**src/rtl/pipe_hazard_ctrl.sv**
```systemverilog
// Pipeline hazard controller beside decode: load-use stalls, EX redirect flushes,
// the multi-cycle sprite-unit handshake with timeout, and HALT.
module pipe_hazard_ctrl #(
  parameter int SPR_TIMEOUT = 64,
  parameter int CNT_W       = 7
) (
  input  logic       clk,
  input  logic       rst,
  input  logic [4:0] id_regS_addr,
  input  logic [4:0] id_regT_addr,
  input  logic       id_reS,
  input  logic       id_reT,
  input  logic       id_sprite_req,
  input  logic       id_hlt,
  input  logic [4:0] ex_dst_reg,
  input  logic       ex_use_dst_reg,
  input  logic       ex_load,
  input  logic       ex_branch_taken,
  input  logic       spr_ack,
  output logic       stall_pc,
  output logic       stall_if_id,
  output logic       bubble_id_ex,
  output logic       flush_if_id,
  output logic       spr_start,
  output logic       halted,
  output logic       spr_timeout_err
);

  typedef enum logic [1:0] {RUN, SPR_WAIT, HALTED} state_t;

  localparam logic [CNT_W-1:0] CNT_LAST = CNT_W'(SPR_TIMEOUT - 1);

  state_t           state;
  state_t           state_nxt;
  logic [CNT_W-1:0] cnt;
  logic [CNT_W-1:0] cnt_nxt;
  logic             err_set;
  logic             stall;
  logic             bubble;
  logic             flush;
  logic             start;
  logic             load_use;

  // Register 0 is hardwired, so a load targeting it never creates a dependency.
  assign load_use = ex_load & ex_use_dst_reg & (ex_dst_reg != 5'd0) &
                    ((id_reS & (id_regS_addr == ex_dst_reg)) |
                     (id_reT & (id_regT_addr == ex_dst_reg)));

  always_ff @(posedge clk or posedge rst) begin
    if (rst) begin
      state           <= RUN;
      cnt             <= '0;
      spr_timeout_err <= 1'b0;
    end else begin
      state <= state_nxt;
      cnt   <= cnt_nxt;
      if (err_set) spr_timeout_err <= 1'b1;
    end
  end

  always_comb begin
    state_nxt = state;
    cnt_nxt   = cnt;
    err_set   = 1'b0;
    stall     = 1'b0;
    bubble    = 1'b0;
    flush     = 1'b0;
    start     = 1'b0;
    unique case (state)
      RUN: begin
        if (ex_branch_taken) begin
          flush  = 1'b1;
          bubble = 1'b1;
        end else if (load_use) begin
          stall  = 1'b1;
          bubble = 1'b1;
        end else if (id_hlt) begin
          stall     = 1'b1;
          bubble    = 1'b1;
          state_nxt = HALTED;
        end else if (id_sprite_req) begin
          start     = 1'b1;
          stall     = 1'b1;
          bubble    = 1'b1;
          cnt_nxt   = '0;
          state_nxt = SPR_WAIT;
        end
      end
      SPR_WAIT: begin
        cnt_nxt = cnt + CNT_W'(1);
        // Ack or timeout releases the stall in the same cycle so the sprite instr advances.
        if (spr_ack) begin
          state_nxt = RUN;
        end else if (cnt == CNT_LAST) begin
          err_set   = 1'b1;
          state_nxt = RUN;
        end else begin
          stall  = 1'b1;
          bubble = 1'b1;
        end
      end
      HALTED: begin
        stall  = 1'b1;
        bubble = 1'b1;
      end
      default: state_nxt = RUN;
    endcase
    // Combinational outputs still see live inputs while reset holds RUN; force them quiet.
    if (rst) begin
      stall  = 1'b0;
      bubble = 1'b0;
      flush  = 1'b0;
      start  = 1'b0;
    end
  end

  assign stall_pc     = stall;
  assign stall_if_id  = stall;
  assign bubble_id_ex = bubble;
  assign flush_if_id  = flush;
  assign spr_start    = start;
  assign halted       = (state == HALTED);

endmodule
```
**config.mk**
```make
export PLATFORM = sky130hd
export DESIGN_NAME = pipe_hazard_ctrl
export DESIGN_NICKNAME = d
export VERILOG_FILES = /design/src/rtl/pipe_hazard_ctrl.sv
export SDC_FILE = /design/constraint.sdc
export NUM_CORES = 1
export LEC_CHECK = 0
export CORE_AREA = 2 2 46 48
export CTS_CLUSTER_DIAMETER = 30
export DETAILED_ROUTE_END_ITERATION = 7
export DIE_AREA = 0 0 48 50
export MAX_ROUTING_LAYER = met4
export PLACE_DENSITY = 0.78
export SETUP_SLACK_MARGIN = 0.15
export SYNTH_ARGS = -nofsm -noshare
export SYNTH_HDL_FRONTEND = slang
export SYNTH_SLANG_ARGS = --single-unit
```
**constraint.sdc**
```tcl
create_clock -name clk -period 3.65 [get_ports clk]
set_clock_uncertainty 0.2 [all_clocks]
set_input_delay 0.73 -clock clk [delete_from_list [all_inputs] [get_ports clk]]
set_output_delay 0.73 -clock clk [all_outputs]
set_load 0.01 [all_outputs]
```
==> results of run 1 <==
[area by class of cell]
| cell class | instances | area [um2] | share of cell area |
|---|---|---|---|
| timing repair buffer | 41 | 384 | 0.310 |
| multi-input combinational | 81 | 539 | 0.436 |
| sequential | 10 | 250 | 0.202 |
| inverter | 2 | 7.51 | 0.00607 |
| tap | 27 | 33.8 | 0.0273 |
| clock buffer | 3 | 22.5 | 0.0182 |
[state kept, by name (all words and copies together), names as in the netlist]
signal	count
state	2
cnt	7
spr_timeout_err	1
[placed cells by master (no fill, tap or decap), types with 4 or more instances in the layout]
master | netlist | routed
a22oi_1 | 4 | 4
nor3_1 | 4 | 4
nand2_1 | 13 | 13
clkdlybuf4s50_1 | 0 | 24
a21oi_1 | 8 | 8
dlygate4sd2_1 | 0 | 5
dfrtp_1 | 10 | 10
xnor2_1 | 10 | 10
o21ai_0 | 6 | 6
buf_4 | 1 | 10
nor2_1 | 7 | 7
[timing repair]
action,in CTS,in global routing
endpoints found under the setup margin,4,3
pin swaps,0,3
setup buffers,0,1
resized for setup,9,2
[cells in the mapped netlist (2+ instances only)]
library cell,count,area (um2)
a21o_1,3,22.5
a21oi_1,8,40.0
a22oi_1,4,30.0
clkbuf_1,3,11.3
dfrtp_1,10,250
inv_1,2,7.51
nand2_1,13,48.8
nand3_1,3,15.0
nand4_1,2,12.5
nor2_1,7,26.3
nor3_1,4,20.0
nor4_1,2,12.5
o21ai_0,6,30.0
or4_1,2,15.0
xnor2_1,10,87.6
[worst max path at each step]
| stage | endpoint | slack [ps] |
|---|---|---|
| after floorplan | stall_pc | 630 |
| after global placement | stall_pc | -50 |
| after detailed placement | stall_if_id | -130 |
| after CTS | bubble_id_ex | 180 |
| after global routing | bubble_id_ex | 140 |
| final | bubble_id_ex | 220 |
[per-layer routing]
layer	vias to the layer above	track usage	wire, um	part of all wire
li1	442	-	-	-
met1	403	0.247	932	0.43
met2	31	0.327	1140	0.53
met3	0	0.0256	96	0.044
met4	0	0.0495	0	0
met5	-	-	0	0
[power groups by stage]
stage / registers [uW] / clock network (uW) / logic (uW)
2_1_floorplan: 165 / 0 / 72.8
3_3_place_gp: 172 / 0 / 117
3_5_place_dp: 173 / 0 / 123
4_1_cts: 171 / 77.5 / 124
5_1_grt: 175 / 83.4 / 137
6_report: 171 / 77.3 / 123
[metrics by stage]
step	utilization	instance area, um2	hold WS (ps)
final	0.651	1240	279
after global routing	0.651	1240	296
after CTS	0.644	1220	275
after detailed placement	0.621	1180	256
after global placement	0.621	1180	240
after floorplan	-	800	293
[cell families after synthesis]
group                    Yosys count
AO/OA/AOI/OAI                     30
XOR/XNOR                          10
adder cells (fa/ha/maj)            1
buffers and inverters              7
flip-flops                        10
multiplexers                       2
AND/OR/NAND/NOR                   38
==> summary.md, run 1 <==
| Metric | Value |
|---|---|
| Status | completed |
| Initial antenna violation count | 0 |
| Worst Path Buf+Inv | 3 |
| Drt total wl | 2.17 mm |
| H-tree levels | 1 |
| R2r startpoint | state[1] |
| DRT antenna net count | 0 |
| Period Utilization, post-route | 0.940 |
| Area share of and/or/nand/nor cells after synthesis | 0.238 |
| Antenna Cells | 0 |
| Fmax | 291 MHz |
| Cell count after synthesis | 98 |
| Final slew viol count | 0 |
| Int Power | 248 uW |
| Layout area overhead | 54.8% |
| XOR/XNOR share of the synthesized area | 0.110 |
| Port Buffer Count | 31 |
| Synthesized area | 800 um2 |
| Startpoint types | input port |
| Synth Net Count | 124 |
| Largest net degree at the start of global routing | 18 |
| Crit Path Category | input port to primary output |
| RR Endpoint | state[0] |
| PD cells | 300 mW/mm2 |
| CP max stage delay | 530 ps |
| Vias in the first global route | 828 |
| DP Cell Count | 160 |
| Main combinational cell family by area after synthesis | compound AO/OA/AOI/OAI gates |
| Synth unique cells | 34 |
| Hold Violations, Final | 0 |
| Hold-fix buffers at CTS | 0 |
| WHS Path Cells | 1 |
| Switching Share | 0.331 |
| Register-to-Register Setup Slack | 1660 ps |
| Max-Cap Viols | 0 |
| Die Area | 0.00240 mm2 |
| Warnings, synthesis | 0 |
| Crit path max fanout | 4 |
| Setup TNS | 0 ps |
| Die height | 50 um |
| Seq pwr share | 0.460 |
| Combinational share of power | 0.332 |
| Path depth of the worst reg2reg path | 4 |
| Clock power frac | 0.208 |
| Slowest-stage cell, CP | or4_4 |
| P_leak | 0.000516 uW |
| TritonCTS clock tree | done |
| Top FF cell, synth | dfrtp_1 |
| Io pins | 32 |
| Synth Area in Compound Gates | 0.250 |
| Critical path depth | 6 |
| DR WL/cell | 13.2 um |
| Actual slew at the worst max-slew pin | 559 ps |
| Async S/R FF share, synth | 1.00 |
| Maximum vdd drop | 0.000167 V |
| RSZ-0062 raised after global routing | false |
| Hold Startpoint | spr_timeout_err |
| Worst path required time | 2720 ps |
| Share of layout cells above drive strength 1 | 0.161 |
| Post-synthesis register bit count | 10 |
| Drt first-iter violations | 29 |
| Final Setup Violations | 0 |
| Sequential fraction of the synthesis area | 0.313 |
| Fill count | 162 |
| Pre-CTS setup slack | -132 ps |
| TritonRoute pass-1 iters | 4 |
| DP HPWL | 1.73 mm |
| Nets@finish | 165 |
| Die width | 48 um |
| Minimum clock period | 3430 ps |
| Relative slew slack | 0.624 |
| Crit path from | ex_dst_reg[3] |
| Worst skew pair latency | 270 ps |
| Endpoint with the worst hold slack | spr_timeout_err |
| CP delay by family, top | buffers and inverters |
| CTS Buffer Depth | 2 |
| Final setup margin | 218 ps |
| CTS buffer count | 3 |
| Hold crit path type | flop to flop |
| Data arrival time of the critical path | 2500 ps |
| Clock sink count | 10 |
| CTS Root Cell | clkbuf_4 |
| Multiplexer area fraction after synthesis | 0.0266 |
| First-pass GRT wire length | 3.42 mm |
| Post-Synth Adder-Cell Area | 0.0156 |
| CORE AREA | 0.00190 mm2 |
| Cell Rows | 16 |
| Sw power | 123 uW |
| Syn avg cell area | 8.16 um2 |
| Via count | 876 |
| Post-synth EDFFs | 0 |
| Cell Count, Final, Fillers Out | 164 |
| Critical path, cell by cell | clkdlybuf4s50_1 -> or4_4 -> o2111ai_4 -> buf_4 -> a31oi_1 -> dlygate4sd2_1 |
| CP Capture Type | primary output |
| Clock Pin Slew Worst Setup and Hold Paths | 70 ps |
| RD Place Congestion | 0.814 |
| Total power | 372 uW |
| Drt via density | 5.34 |
| Initial Util | 0.420 |
| # DRC | 0 |
| GR Util All Layers | 0.198 |
| Grt ovf | 0 |
Note: power is estimated with default switching activity, not from simulation.
==> run 2: changes to the inputs <==
--- a/config.mk
+++ b/config.mk
@@ -5,12 +5,14 @@
 export SDC_FILE = /design/constraint.sdc
 export NUM_CORES = 1
 export LEC_CHECK = 0
-export CORE_AREA = 2 2 46 48
+export CORE_AREA = 2 2 45 47
+export CTS_BUF_LIST = sky130_fd_sc_hd__clkbuf_8
 export CTS_CLUSTER_DIAMETER = 30
 export DETAILED_ROUTE_END_ITERATION = 7
-export DIE_AREA = 0 0 48 50
+export DIE_AREA = 0 0 47 49
+export GPL_ROUTABILITY_DRIVEN = 0
 export MAX_ROUTING_LAYER = met4
-export PLACE_DENSITY = 0.78
+export PLACE_DENSITY = 0.82
 export SETUP_SLACK_MARGIN = 0.15
 export SYNTH_ARGS = -nofsm -noshare
 export SYNTH_HDL_FRONTEND = slang
==> summary.md, run 2 (synthesis gave the netlist of run 1 again) <==
| Metric | Value |
|---|---|
| Status | completed |
| Max-Cap Viols | 0 (unchanged) |
| RSZ-0062 raised after global routing | false |
| Actual slew at the worst max-slew pin | 588 ps (+28.8 ps) |
| CTS Buffer Depth | 2 (unchanged) |
| Hold slack | 292 ps (+12.4 ps) |
| Int Power | 306 uW (+23%) |
| Antenna Cells | 0 (unchanged) |
| Switching Share | 0.296 (-0.0351) |
| Total power | 434 uW (+17%) |
| Drt total wl | 2.22 mm (+2.1%) |
| Startpoint types | input port |
| Final slew viol count | 0 (unchanged) |
| Largest register FFs | 7 (unchanged) |
| CTS buffer count | 3 (unchanged) |
| Largest Register | cnt |
| Final Cell Area | 0.00126 mm2 (+2.2%) |
| Clock sink count | 10 (unchanged) |
| Die Area | 0.00230 mm2 (-4.0%) |
| Drt first-iter violations | 30 (+3.4%) |
| Seq pwr share | 0.396 (-0.064) |
| Hold crit path type | flop to flop |
| Hold-fix buffers at CTS | 0 (unchanged) |
| Vias in the first global route | 891 (+7.6%) |
| Sw power | 129 uW (+4.5%) |
| TritonRoute pass-1 iters | 5 (+1) |
| CP max stage delay | 550 ps (+20 ps) |
| Port Buffer Count | 31 (unchanged) |
| CTS Root Cell | clkbuf_8 |
| Die width | 47 um (-2.1%) |
| Grt ovf | 0 (unchanged) |
| GR Util All Layers | 0.226 (+0.0278) |
| DP HPWL | 1.70 mm (-1.5%) |
| Io pins | 32 (unchanged) |
| Fmax | 294 MHz (+0.84%) |
| P_leak | 0.000521 uW (+0.98%) |
| Die height | 49 um (-2.0%) |
| Maximum vdd drop | 0.000182 V (+8.7%) |
| Regs by FF count | cnt x7, state x2, spr_timeout_err x1 |
| Largest net degree at the start of global routing | 18 (unchanged) |
| Critical path, cell by cell | clkdlybuf4s50_1 -> or4_4 -> o2111ai_4 -> and3_2 -> dlygate4sd2_1 |
| Initial Util | 0.434 (+0.0137) |
| Clock Pin Slew Worst Setup and Hold Paths | 50 ps (-20 ps) |
| Share of layout cells above drive strength 1 | 0.194 (+0.0337) |
| PD cells | 343 mW/mm2 (+14%) |
| First-pass GRT wire length | 3.68 mm (+7.7%) |
| Post-DP Area | 0.00119 mm2 (+0.64%) |
| Period Utilization, post-route | 0.932 (-0.00787) |
| Drt via density | 5.42 (+1.4%) |
| H-tree levels | 1 (unchanged) |
| Nets@finish | 166 (+0.61%) |
| Crit Path Category | input port to primary output |
| Minimum clock period | 3400 ps (-28.7 ps) |
| Data arrival time of the critical path | 2470 ps (-30 ps) |
| Via count | 899 (+2.6%) |
| Initial antenna violation count | 0 (unchanged) |
| Worst path required time | 2720 ps (about the same) |
| Clock power frac | 0.322 (+0.114) |
| Worst skew pair latency | 240 ps (-30 ps) |
| Slowest-stage cell, CP | or4_4 |
| CP Capture Type | primary output |
| CORE AREA | 0.00184 mm2 (-3.2%) |
| TritonCTS clock tree | done |
| Final Setup Violations | 0 (unchanged) |
| # DRC | 0 (unchanged) |
| Fill count | 152 (-6.2%) |
| Cell Rows | 16 (unchanged) |
| Setup TNS | 0 ps (unchanged) |
| Relative slew slack | 0.604 (-0.0194) |
| DRT antenna net count | 0 (unchanged) |
| Layout area overhead | 58.2% |
| Combinational share of power | 0.282 (-0.050) |
| Most common cell after layout, fill and taps aside | clkdlybuf4s50_1 |
| Crit path max fanout | 4 (unchanged) |
| Most frequent cells in the layout | 26 x clkdlybuf4s50_1, 13 x nand2_1, 11 x buf_4 |
| Hold Violations, Final | 0 (unchanged) |
| DR WL/cell | 13.3 um (+0.89%) |
## run 2: cell count changes in the layout (fill, tap and decap cells not counted), sizes merged
cell,change
clkbuf,+4
clkdlybuf4s50,+2
buf,+1
dlygate4sd2,-4
dlymetal6s2s,-1
## run 2: what timing repair did
item | 4_1_cts | 5_1_grt
gates resized for setup | 8 | 7
setup buffers | 1 | 0
setup endpoints to repair | 4 | 4
pin swaps | 1 | 3
## run 2: per-stage QoR
step	worst slack (ps)	util	std cells
global route	151	0.687	166
global placement	-63.8	0.645	161
detailed placement	-124	0.645	161
CTS	163	0.692	166
floorplan	633	-	98
finish	247	0.687	166
## run 2: power by group through the flow
stage,combinational [uW],sequential (uW),clock [uW]
2_1_floorplan,72.8,165,0
3_3_place_gp,118,171,0
3_5_place_dp,122,174,0
4_1_cts,124,172,142
5_1_grt,138,176,149
6_report,122,172,140
## run 2: worst paths after layout
kind                                 startpoint              end  slack [ps]  cells past startpoint
worst max-delay path              ex_dst_reg[2]        spr_start         250                      5
worst min-delay path            spr_timeout_err  spr_timeout_err         290                      1
worst max register to register           cnt[0]         state[0]        1800                      5
worst min register to register  spr_timeout_err  spr_timeout_err         290                      1
max in group asynchronous                   rst           cnt[2]        2390                      3
min in group asynchronous                   rst  spr_timeout_err         710                      3
## run 2: cell type report
type,count,area [um2],area share
Clock buffer,4,55.1,0.0435
Inverter,2,7.51,0.00593
Timing Repair Buffer,42,379,0.300
Multi-Input combinational cell,81,539,0.426
Tap cell,27,33.8,0.0267
Sequential cell,10,250,0.198
## run 2: critical path: cells and delay by family
kind	cells	cell delay, ps
and+or+nand+nor	2	770
buffers and inverters	2	730
AOI/OAI and AO/OA	1	240
## run 2: routing by layer
layer	wire, um	track usage	up-vias
met4	64	0.120	0
met5	0	-	-
met2	1080	0.356	47
met3	139	0.0222	8
met1	933	0.273	400
li1	-	-	444
